==> src/rtl/ili_spi_tx_if.sv <==
`default_nettype none
// ============================================================================
// Module   : ili_spi_tx_if
// Brief    : Request/response and SPI pin bundle between the command
//            controller (master) and the ILI9341 SPI serializer (slave).
// Revision : 1.0
// ============================================================================
interface ili_spi_tx_if #(
    parameter int DW = 8
);
    logic          send;
    logic [DW-1:0] data;
    logic          dc;
    logic          sent;
    logic          shift_dis;
    logic          sck;
    logic          mosi;
    logic          dc_o;

    modport master (
        output send, data, dc,
        input  sent, shift_dis, sck, mosi, dc_o
    );

    modport slave (
        input  send, data, dc,
        output sent, shift_dis, sck, mosi, dc_o
    );
endinterface
`default_nettype wire

==> src/rtl/ili_spi_tx.sv <==
`default_nettype none
// ============================================================================
// Module   : ili_spi_tx
// Brief    : SPI mode-0 MSB-first word serializer for the ILI9341 link.
//            Optional completed-word counter: ILI_SPI_TX_BYTE_CNT_EN.
// Revision : 1.0
// ============================================================================
module ili_spi_tx #(
    parameter int DW      = 8,
    parameter int CLK_DIV = 2
) (
    input  wire         clk,
    input  wire         rst,
    ili_spi_tx_if.slave bus
`ifdef ILI_SPI_TX_BYTE_CNT_EN
    ,
    output wire [15:0]  byte_cnt
`endif
);
    localparam int               c_DCW      = $clog2(CLK_DIV) + 1;
    localparam int               c_BCW      = $clog2(DW);
    localparam logic [c_DCW-1:0] c_DIV_LAST = c_DCW'(CLK_DIV - 1);
    localparam logic [c_BCW-1:0] c_BIT_TOP  = c_BCW'(DW - 1);

    typedef enum logic [1:0] {
        S_IDLE  = 2'd0,
        S_LOAD  = 2'd1,
        S_SHIFT = 2'd2,
        S_DONE  = 2'd3
    } state_t;

    state_t           r_state;
    state_t           w_state_next;
    logic [DW-1:0]    r_shreg;
    logic [c_BCW-1:0] r_bit_cnt;
    logic [c_DCW-1:0] r_div_cnt;
    logic             r_sck;
    logic             r_mosi;
    logic             r_dc;
    logic             r_sent;
    logic             r_busy;
    logic             w_half_end;

    assign w_half_end = (r_div_cnt == c_DIV_LAST);

    always_ff @(posedge clk or posedge rst) begin
        if (rst) begin
            r_state <= S_IDLE;
        end else begin
            r_state <= w_state_next;
        end
    end

    always_comb begin
        w_state_next = r_state;
        case (r_state)
            S_IDLE:  if (bus.send) w_state_next = S_LOAD;
            S_LOAD:  w_state_next = S_SHIFT;
            // Word ends at the falling edge that follows the last bit's high half
            S_SHIFT: if (w_half_end && r_sck && (r_bit_cnt == '0)) w_state_next = S_DONE;
            S_DONE:  w_state_next = S_IDLE;
            default: w_state_next = S_IDLE;
        endcase
    end

    always_ff @(posedge clk or posedge rst) begin
        if (rst) begin
            r_shreg   <= '0;
            r_bit_cnt <= '0;
            r_div_cnt <= '0;
            r_sck     <= 1'b0;
            r_mosi    <= 1'b0;
            r_dc      <= 1'b1;
            r_sent    <= 1'b0;
            r_busy    <= 1'b0;
        end else begin
            r_sent <= (w_state_next == S_DONE);
            r_busy <= (w_state_next != S_IDLE);
            case (r_state)
                S_LOAD: begin
                    r_shreg   <= bus.data;
                    r_dc      <= bus.dc;
                    r_mosi    <= bus.data[DW-1];
                    r_sck     <= 1'b0;
                    r_bit_cnt <= c_BIT_TOP;
                    r_div_cnt <= '0;
                end
                S_SHIFT: begin
                    if (w_half_end) begin
                        r_div_cnt <= '0;
                        if (!r_sck) begin
                            r_sck <= 1'b1;
                        end else begin
                            r_sck <= 1'b0;
                            if (r_bit_cnt != '0) begin
                                r_shreg   <= {r_shreg[DW-2:0], 1'b0};
                                r_mosi    <= r_shreg[DW-2];
                                r_bit_cnt <= r_bit_cnt - c_BCW'(1);
                            end
                        end
                    end else begin
                        r_div_cnt <= r_div_cnt + c_DCW'(1);
                    end
                end
                default: begin
                    r_sck <= 1'b0;
                end
            endcase
        end
    end

    assign bus.sck       = r_sck;
    assign bus.mosi      = r_mosi;
    assign bus.dc_o      = r_dc;
    assign bus.sent      = r_sent;
    assign bus.shift_dis = r_busy;

`ifdef ILI_SPI_TX_BYTE_CNT_EN
    logic [15:0] r_byte_cnt;

    always_ff @(posedge clk or posedge rst) begin
        if (rst) begin
            r_byte_cnt <= '0;
        end else if (r_state == S_DONE) begin
            r_byte_cnt <= r_byte_cnt + 16'd1;
        end
    end

    assign byte_cnt = r_byte_cnt;
`endif

endmodule
`default_nettype wire
==> src/flat_wrapper.sv <==
// flat-port wrapper written by rule: the top's interface ports become plain ports
module ili_spi_tx_flat 
#(
    parameter int DW      = 8,
    parameter int CLK_DIV = 2
)
  (clk, rst, bus_send, bus_data, bus_dc, bus_sent, bus_shift_dis, bus_sck, bus_mosi, bus_dc_o);
  ili_spi_tx_if #(.DW(DW)) bus_i ();
  input  wire clk;
  input  wire rst;
  input wire logic [$bits(bus_i.send)-1:0] bus_send;
  input wire logic [$bits(bus_i.data)-1:0] bus_data;
  input wire logic [$bits(bus_i.dc)-1:0] bus_dc;
  output wire logic [$bits(bus_i.sent)-1:0] bus_sent;
  output wire logic [$bits(bus_i.shift_dis)-1:0] bus_shift_dis;
  output wire logic [$bits(bus_i.sck)-1:0] bus_sck;
  output wire logic [$bits(bus_i.mosi)-1:0] bus_mosi;
  output wire logic [$bits(bus_i.dc_o)-1:0] bus_dc_o;
  assign bus_i.send = bus_send;
  assign bus_i.data = bus_data;
  assign bus_i.dc = bus_dc;
  assign bus_sent = bus_i.sent;
  assign bus_shift_dis = bus_i.shift_dis;
  assign bus_sck = bus_i.sck;
  assign bus_mosi = bus_i.mosi;
  assign bus_dc_o = bus_i.dc_o;
  ili_spi_tx #(.DW(DW), .CLK_DIV(CLK_DIV)) u_core (.clk(clk), .rst(rst), .bus(bus_i));
endmodule
==> config.mk <==
export PLATFORM = sky130hd
export DESIGN_NAME = ili_spi_tx_flat
export DESIGN_NICKNAME = d
export VERILOG_FILES = /design/src/rtl/ili_spi_tx_if.sv /design/src/rtl/ili_spi_tx.sv /design/src/flat_wrapper.sv
export SDC_FILE = /design/constraint.sdc
export NUM_CORES = 1
export LEC_CHECK = 0
export CAP_MARGIN = 10
export CORE_MARGIN = 2
export CORE_UTILIZATION = 48
export CTS_BUF_LIST = sky130_fd_sc_hd__clkbuf_2
export DETAILED_ROUTE_END_ITERATION = 7
export PLACE_DENSITY = 0.85
export SYNTH_ARGS = -nofsm -noshare
export SYNTH_HDL_FRONTEND = slang
export SYNTH_SLANG_ARGS = --single-unit
==> constraint.sdc <==
create_clock -name clk -period 1.43 [get_ports clk]
set_clock_uncertainty 0.05 [all_clocks]
set_input_delay 0.429 -clock clk [delete_from_list [all_inputs] [get_ports clk]]
set_output_delay 0.429 -clock clk [all_outputs]
set_load 0.05 [all_outputs]
Word-level counts from Yosys, hierarchy flattened
Index checks and enable logic that the tools add are counted.
{"block": "totals", "register_bits": 19, "in_bits": 12, "output_inout_bits": 5, "word_cells": 47}
{"block": "op_classes", "n_addsub": 2, "eq_ne": 8, "n_mux": 20, "n_reduce_logical": 8}
{"op": "$mux W7", "n": 3}
{"op": "$pmux W7 S2", "n": 1}
{"op": "$mux W3", "n": 3}
{"op": "$pmux W2 S4", "n": 1}
{"op": "$eq A2 B2 Y1 const B", "n": 3}
{"op": "$mux W1", "n": 6}
{"op": "$mux W2", "n": 3}
{"op": "$ne A2 B1 Y1 const B", "n": 3}
{"op": "$pmux W3 S2", "n": 1}
{"op": "$eq A2 B1 Y1 const B", "n": 2}
{"op": "$pmux W2 S2", "n": 1}
{"op": "$reduce_and A4 Y1", "n": 1}
{"op": "$reduce_bool A2 Y1", "n": 2}
{"op": "$logic_not A3 Y1", "n": 1}
{"op": "$reduce_bool A3 Y1", "n": 1}
{"op": "$sub A3 B1 Y3 const B", "n": 1}
{"op": "$add A2 B1 Y2 const B", "n": 1}
{"op": "$logic_and A1 B1 Y1", "n": 2}
{"op": "$logic_not A2 Y1", "n": 1}
{"op": "$pmux W1 S2", "n": 1}

Depth between registers and ports, before layout
Gate-level depths: netlist of the first run.
{"block": "depth", "ltp_word": 6, "ltp_mapped": 6, "depth_no_buf": 5}

Least setup slack after synthesis of the first run
Ideal clock, no wire load.
{"block": "synth_path", "path_type": "reg-to-reg", "start": "reg u_core.r_sck, in the netlist u_core.bus.sck", "end": "reg u_core.r_mosi, in the netlist u_core.bus.mosi", "setup_time_ps": 129, "t_arrival_ps": 1304, "t_required_ps": 1251, "path_slack_ps": -54, "stages_incl_launch_ff": 5, "n_path_buf": 1, "period_less_slack_ps": 1484, "cell_sequence": "dfrtp_1 nand4b_2 buf_6 o32ai_1 a21oi_1"}
{"block": "synth_via", "elab_chain_cells": 2}
{"element": "start, declared", "line": "ili_spi_tx.sv:37", "source": "logic r_sck;"}
{"element": "start signal, assigned", "line": "ili_spi_tx.sv:71", "source": "r_sck <= 1'b0;"}
{"element": "start signal, assigned", "line": "ili_spi_tx.sv:84", "source": "r_sck <= 1'b0;"}
{"element": "start signal, assigned", "line": "ili_spi_tx.sv:92", "source": "r_sck <= 1'b1;"}
{"element": "$ne A2 B1 Y1 (no line)"}
{"element": "$reduce_and A4 Y1 (no line)"}
{"element": "end signal, assigned", "line": "ili_spi_tx.sv:83", "source": "r_mosi <= bus.data[DW-1];"}
{"element": "end signal, assigned", "line": "ili_spi_tx.sv:97", "source": "r_mosi <= r_shreg[DW-2];"}
{"element": "end, declared", "line": "ili_spi_tx.sv:38", "source": "logic r_mosi;"}
Every way passes these cells.
A chain may end at the register's enable or synchronous reset.

Worst setup path in the final report of the first run
{"block": "layout_path", "start": "reg u_core.r_dc, in the netlist u_core.bus.dc_o", "end": "out bus_dc_o"}
{"element": "start, declared", "line": "ili_spi_tx.sv:39", "source": "logic r_dc;"}
{"element": "start signal, assigned", "line": "ili_spi_tx.sv:82", "source": "r_dc <= bus.dc;"}
{"element": "end, declared", "line": "flat_wrapper.sv:18", "source": "output wire logic [$bits(bus_i.dc_o)-1:0] bus_dc_o;"}
No word-level cell between the ends.

==> reports/metrics.cfg, run 1 <==
[clock_tree]
h-tree-depth=1
clk_pin_slew_ps=170
cts_buffer_depth=2
clk_latency_ps=310
cts_hold_buf=0
cts.sinks=19
cts_tree=yes
cts_made_buffers=3
cts_root_buffer=clkbuf_2

[timing]
setup_viol=13
tightest_slew_ps=321
relSlewSlack_pct=78.6
fmax_mhz=656
finalCriticalPeriod_ps=1520
rsz0062_at_grt=true
drv_slew=0
hold_viol=0
worst_slack_ps=-94.4
period_share_pct=107

[synthesis]
netlist_top_cells_count=dfrtp_1, nor2_1, a21oi_1, o32ai_1, inv_1
synth-main-ff-cell=dfrtp_1
synth.most_common_cell=dfrtp_1
synthSimpleGateAreaFrac_pct=16.0
synthArstFlopShare_pct=100
synth_compound_area_share_pct=17.7
netlist.area_leader.share_pct=48.3
synthCells=84
avgSynthCellArea_um2=11.1
synthDistinctLibCells=28
ys_ff_latch=19
ys_top_cells_by_area=dfrtp_1, ha_1, o32ai_1, a21oi_1, nor2_1
ys_seq_area_share_pct=51.1
synth_fa_ha_area_share_pct=6.70
synth-edff-count=0
synthMuxAreaShare_pct=3.35
synth_top_family_by_area=compound AO/OA/AOI/OAI gates
yosys.area_share.xor_xnor_pct=0
synthesis.nets=101
syn-cell-area_um2=933
ys_warn_count=0
synth_top_area_cell=dfrtp_1

[status]
status=finished, violations left
violations=setup timing

[critical_path]
cp-start-kind=flop
worstPathArrival_ps=1050
cp_top_family=flip-flops
crit_chain=buf_12
slowest_delay_ps=590
critPathSlowestCell=dfstp_2
worstPathRequired_ps=950
cp_max_fo=2
path_class=flop to output pin
crit_buf_inv=1
end_kind=output pin

[placed_design]
place_congestion=0.741
dpl.hpwl_um=1510
port-buffer-count=16
place_ws_ps=-178
postPlaceCellArea_mm2=0.00124

[die]
num_rows=15
die-area_mm2=0.00231
start_util_pct=52.4
coreArea_mm2=0.00178
die_w_um=48.1
fp.dieH_um=48.1
io_pins=17

[drt]
routed_wl_um=2570
drc=0
drtAntennaViolNets=0
num_vias=819
drt-initial-drc-count=12
viasPerCell=5.69
avgRoutedWirePerCell_um=17.9
firstDrtPassIters=4

[grt]
grt_util_met3_pct=3.70
globalRouteMet2Util_pct=41.9
grt_use_met1_pct=24.9
busiest_layer=met2
grt_max_degree=13
grt_pass1_vias=801
grt.total_usage_pct=22.1
overflow=0
antenna_found_initial=0
grt_pass1_wl_um=3510

[layout]
fillCellCount=94
design_area_mm2=0.00150
layout-drive-gt1-share_pct=46.2
area_growth_pct=61.1
nNetsFinal=137
diodes=0

[power_and_ir_drop]
vdd_drop_max_mv=1.75
p_leak_uw=0.000667
powerDensity_mw_per_mm2=2090

[worst_hold_path]
worstHoldPathType=input pin to async pin

[job]
maxCapViolCount=0

## flip-flops by register name, indices dropped and copies added (netlist names)
register	flops
u_core.bus.dc_o	1
u_core.r_state	2
u_core.bus.sck	1
u_core.bus.shift_dis	1
u_core.bus.mosi	1
u_core.bus.sent	1
u_core.r_div_cnt	2
u_core.r_bit_cnt	3
u_core.r_shreg	7
## where the power goes
group | switching [uW] | internal, uW | total, uW
clock | 167 | 74.1 | 241
sequential | 223 | 790 | 1010
combinational | 895 | 1000 | 1890
## cell usage in the layout, fill, tap and decap left out, types with 2 or more instances in the layout
cell	n
dfrtp_1	17
buf_4	12
clkdlybuf4s50_1	11
nor2_1	8
o32ai_2	7
a21oi_1	7
buf_12	6
inv_1	5
nand2_1	4
clkbuf_2	4
ha_4	3
buf_6	3
nand2b_4	2
nand2_4	2
a21boi_0	2
## routing by layer
layer | routed length [um] | share of wire [%]
met4 | 92 | 3.6
met1 | 945 | 37
met5 | 0 | 0
met2 | 1390 | 54
met3 | 146 | 5.7
## worst paths after layout
check	cells past startpoint	startpoint	end	slack (ps)
max	1	u_core.bus.dc_o	bus_dc_o	-90
min	3	rst	u_core.r_state[1]	340
max reg2reg	6	u_core.r_state[1]	u_core.r_shreg[6]	-90
min reg2reg	2	u_core.r_shreg[0]	u_core.r_shreg[0]	540
max in group asynchronous	3	rst	u_core.bus.dc_o	730
min in group clk	2	u_core.r_shreg[0]	u_core.r_shreg[0]	540
## logic make-up (layout without fill, tap and decap cells)
logic type      Yosys count  in the layout
buf+inv                  10             42
mux                       3              3
fa+ha+maj                 5              5
simple gates             24             27
compound gates           23             23
flops                    19             19
## cell type report
| cell class | count | area (um^2) | area share [%] |
|---|---|---|---|
| Multi-Input combinational cell | 58 | 598 | 39.8 |
| Clock buffer | 4 | 20.0 | 1.33 |
| Tap cell | 25 | 31.3 | 2.08 |
| Timing Repair Buffer | 32 | 354 | 23.5 |
| Inverter | 6 | 22.5 | 1.50 |
| Sequential cell | 19 | 478 | 31.8 |
## metrics by stage
step | instances | setup TNS, ps | total power, uW | util, % | hold WS, ps
after detailed placement | 131 | -1440 | 2340 | 69.5 | 479
after floorplan | 84 | 0 | 1720 | - | 329
after global routing | 144 | -1570 | 3310 | 84.4 | 374
after CTS | 139 | -472 | 2880 | 78.8 | 326
after global placement | 131 | -472 | 2250 | 69.5 | 465
final | 144 | -881 | 3150 | 84.4 | 342
## what timing repair did
item | in CTS | in global routing
setup buffers | 3 | 3
resized for setup | 23 | 13
pin swaps | 3 | 4
gates cloned | 1 | 2
setup endpoints to repair | 15 | 16
(Power assumes the default switching activity.)
==> run 2: changes to the inputs <==
--- a/config.mk
+++ b/config.mk
@@ -11,6 +11,7 @@
 export CTS_BUF_LIST = sky130_fd_sc_hd__clkbuf_2
 export DETAILED_ROUTE_END_ITERATION = 7
 export PLACE_DENSITY = 0.85
+export SKIP_CTS_REPAIR_TIMING = 1
 export SYNTH_ARGS = -nofsm -noshare
 export SYNTH_HDL_FRONTEND = slang
 export SYNTH_SLANG_ARGS = --single-unit
==> run 2 against run 1 <==
- the flow still finishes with violations (setup timing)
- clock power about the same
- final area decreased by 3.3%
- count of clock-buffer cells in the layout unchanged
- sequential share of layout area increased by 1.1 points
- critical endpoint unchanged
- largest cell class unchanged
==> reports/metrics.cfg, run 2 (synthesized netlist as in run 1, its figures left out) <==
[critical_path]
worstPathArrival_ps=1040  ; about the same
startpoint=u_core.bus.dc_o
r2r-start=u_core.r_state[0]
cp_top_family=flip-flops
critPathSlowestCell=dfstp_2
worstPathRequired_ps=950  ; about the same
cp_max_fo=2  ; unchanged
slowest_delay_ps=590  ; about the same
path_class=flop to output pin
end_kind=output pin
reg2reg_depth=6  ; unchanged
cp-start-kind=flop
crit_buf_inv=1  ; unchanged
reg2reg_to=u_core.r_shreg[6]
crit_chain=buf_12
reg2reg_slack_ps=-40  ; +50 ps

[layout]
regMostFlops=u_core.r_shreg
fillCellCount=98  ; +4.3%
diodes=0  ; unchanged
area_growth_pct=55.8
final_cells=140  ; -2.8%
largestRegisters=u_core.r_shreg: 7 flops, u_core.r_bit_cnt: 3 flops
final_core_util_pct=81.5  ; -2.8 points
ff_latch_area_um2=478  ; unchanged
nNetsFinal=133  ; -2.9%
mostFrequentLayoutCells=dfrtp_1, buf_4, clkdlybuf4s50_1
largest_reg_flops=7  ; unchanged
layout-drive-gt1-share_pct=45.2  ; -1.0 points
final_common_cell=dfrtp_1
multiInputGateArea_um2=571  ; -4.6%

[grt]
grt_max_degree=13  ; unchanged
overflow=0  ; unchanged
grt_pass1_vias=737  ; -8.0%
grt_pass1_wl_um=3130  ; -11%
antenna_found_initial=0  ; unchanged
grt.total_usage_pct=19.7  ; -2.5 points

[drt]
avgRoutedWirePerCell_um=16.3  ; -8.6%
viasPerCell=5.67  ; -0.28%
num_vias=794  ; -3.1%
routed_wl_um=2290  ; -11%
firstDrtPassIters=4  ; unchanged
drt-initial-drc-count=15  ; +3
drc=0  ; unchanged
drtAntennaViolNets=0  ; unchanged

[clock_tree]
cts.sinks=19  ; unchanged
h-tree-depth=1  ; unchanged
cts_made_buffers=3  ; unchanged
cts_root_buffer=clkbuf_2
cts_buffer_depth=2  ; unchanged
cts_tree=yes
clk_pin_slew_ps=170  ; about the same
clk_latency_ps=320  ; about the same

[power_and_ir_drop]
p_leak_uw=0.000646  ; -3.1%
netSwitchingPower_uw=1220  ; -5.1%
p_seq_share_pct=33.6  ; +1.4 points
p_total_uw=3020  ; -4.1%
powerDensity_mw_per_mm2=2080  ; -0.82%
vdd_drop_max_mv=1.79  ; +1.9%
power_frac_comb_pct=58.4  ; -1.8 points
switching_share_pct=40.4  ; -0.40 points
pwr-share-clk_pct=8.0  ; +0.3 points
p_int_uw=1800  ; -3.5%

[timing]
drv_slew=0  ; unchanged
worst_slack_ps=-85.5  ; +8.86 ps
hold_viol=0  ; unchanged
rsz0062_at_grt=true
setup_viol=11  ; -2
tightest_slew_ps=317  ; -3.55 ps
fmax_mhz=660  ; +0.58%
relSlewSlack_pct=78.8  ; +0.24 points
finalCriticalPeriod_ps=1520  ; -8.86 ps
period_share_pct=106  ; -0.62 points

[status]
violations=setup timing
status=finished, violations left

[placed_design]
port-buffer-count=16  ; unchanged
place_congestion=0.741  ; unchanged
dpl.hpwl_um=1510  ; unchanged
dp.cells=131  ; unchanged

[die]
die_w_um=48.1  ; unchanged
io_pins=17  ; unchanged
die-area_mm2=0.00231  ; unchanged
coreArea_mm2=0.00178  ; unchanged
start_util_pct=52.4  ; unchanged
fp.dieH_um=48.1  ; unchanged
num_rows=15  ; unchanged

[worst_hold_path]
worstHoldPathType=input pin to async pin

[job]
maxCapViolCount=0  ; unchanged

[run 2: power groups by stage]
stage / logic, uW / registers, uW / clock network (uW)
detailed placement: 1350 / 987 / 0
global route: 1890 / 1030 / 259
CTS: 1360 / 973 / 242
floorplan: 590 / 1130 / 0
global placement: 1280 / 969 / 0
finish: 1760 / 1010 / 241
[run 2: how the worst max path moves through the flow]
stage	end	slack (ps)	cells past startpoint
after floorplan	u_core.bus.mosi	10	6
after global placement	u_core.bus.shift_dis	-90	4
after detailed placement	u_core.r_shreg[6]	-180	5
after CTS	u_core.r_shreg[6]	-210	5
after global routing	u_core.r_shreg[4]	-120	6
final	bus_dc_o	-90	1
[run 2: metal layers]
metal | track usage, % | vias up | wire, um
met5 | 0 | - | 0
met4 | 7.57 | 0 | 46
met3 | 3.70 | 5 | 90
met2 | 36.0 | 18 | 1250
met1 | 22.5 | 406 | 902
li1 | - | 365 | -
[run 2: tightest hold or removal path: cells and delay by family]
family                 cells  cell delay (ps)
buffers and inverters      3              610
[run 2: area by class of cell]
type	instances	area share, %
multi-input cells	56	39.2
flip-flops and latches	19	32.9
repair buffers	30	22.8
well taps	25	2.15
inverters	6	1.55
clock buffers	4	1.38
[run 2: through the flow]
stage                     cell area [um^2]  hold WS [ps]  worst slack [ps]  setup TNS [ps]
after detailed placement              1240           479              -178           -1440
after global placement                1240           465             -87.1            -472
after floorplan                        937           329              12.9               0
final                                 1450           315             -85.5            -301
after CTS                             1260           326              -208           -1990
after global routing                  1450           357              -119           -1150
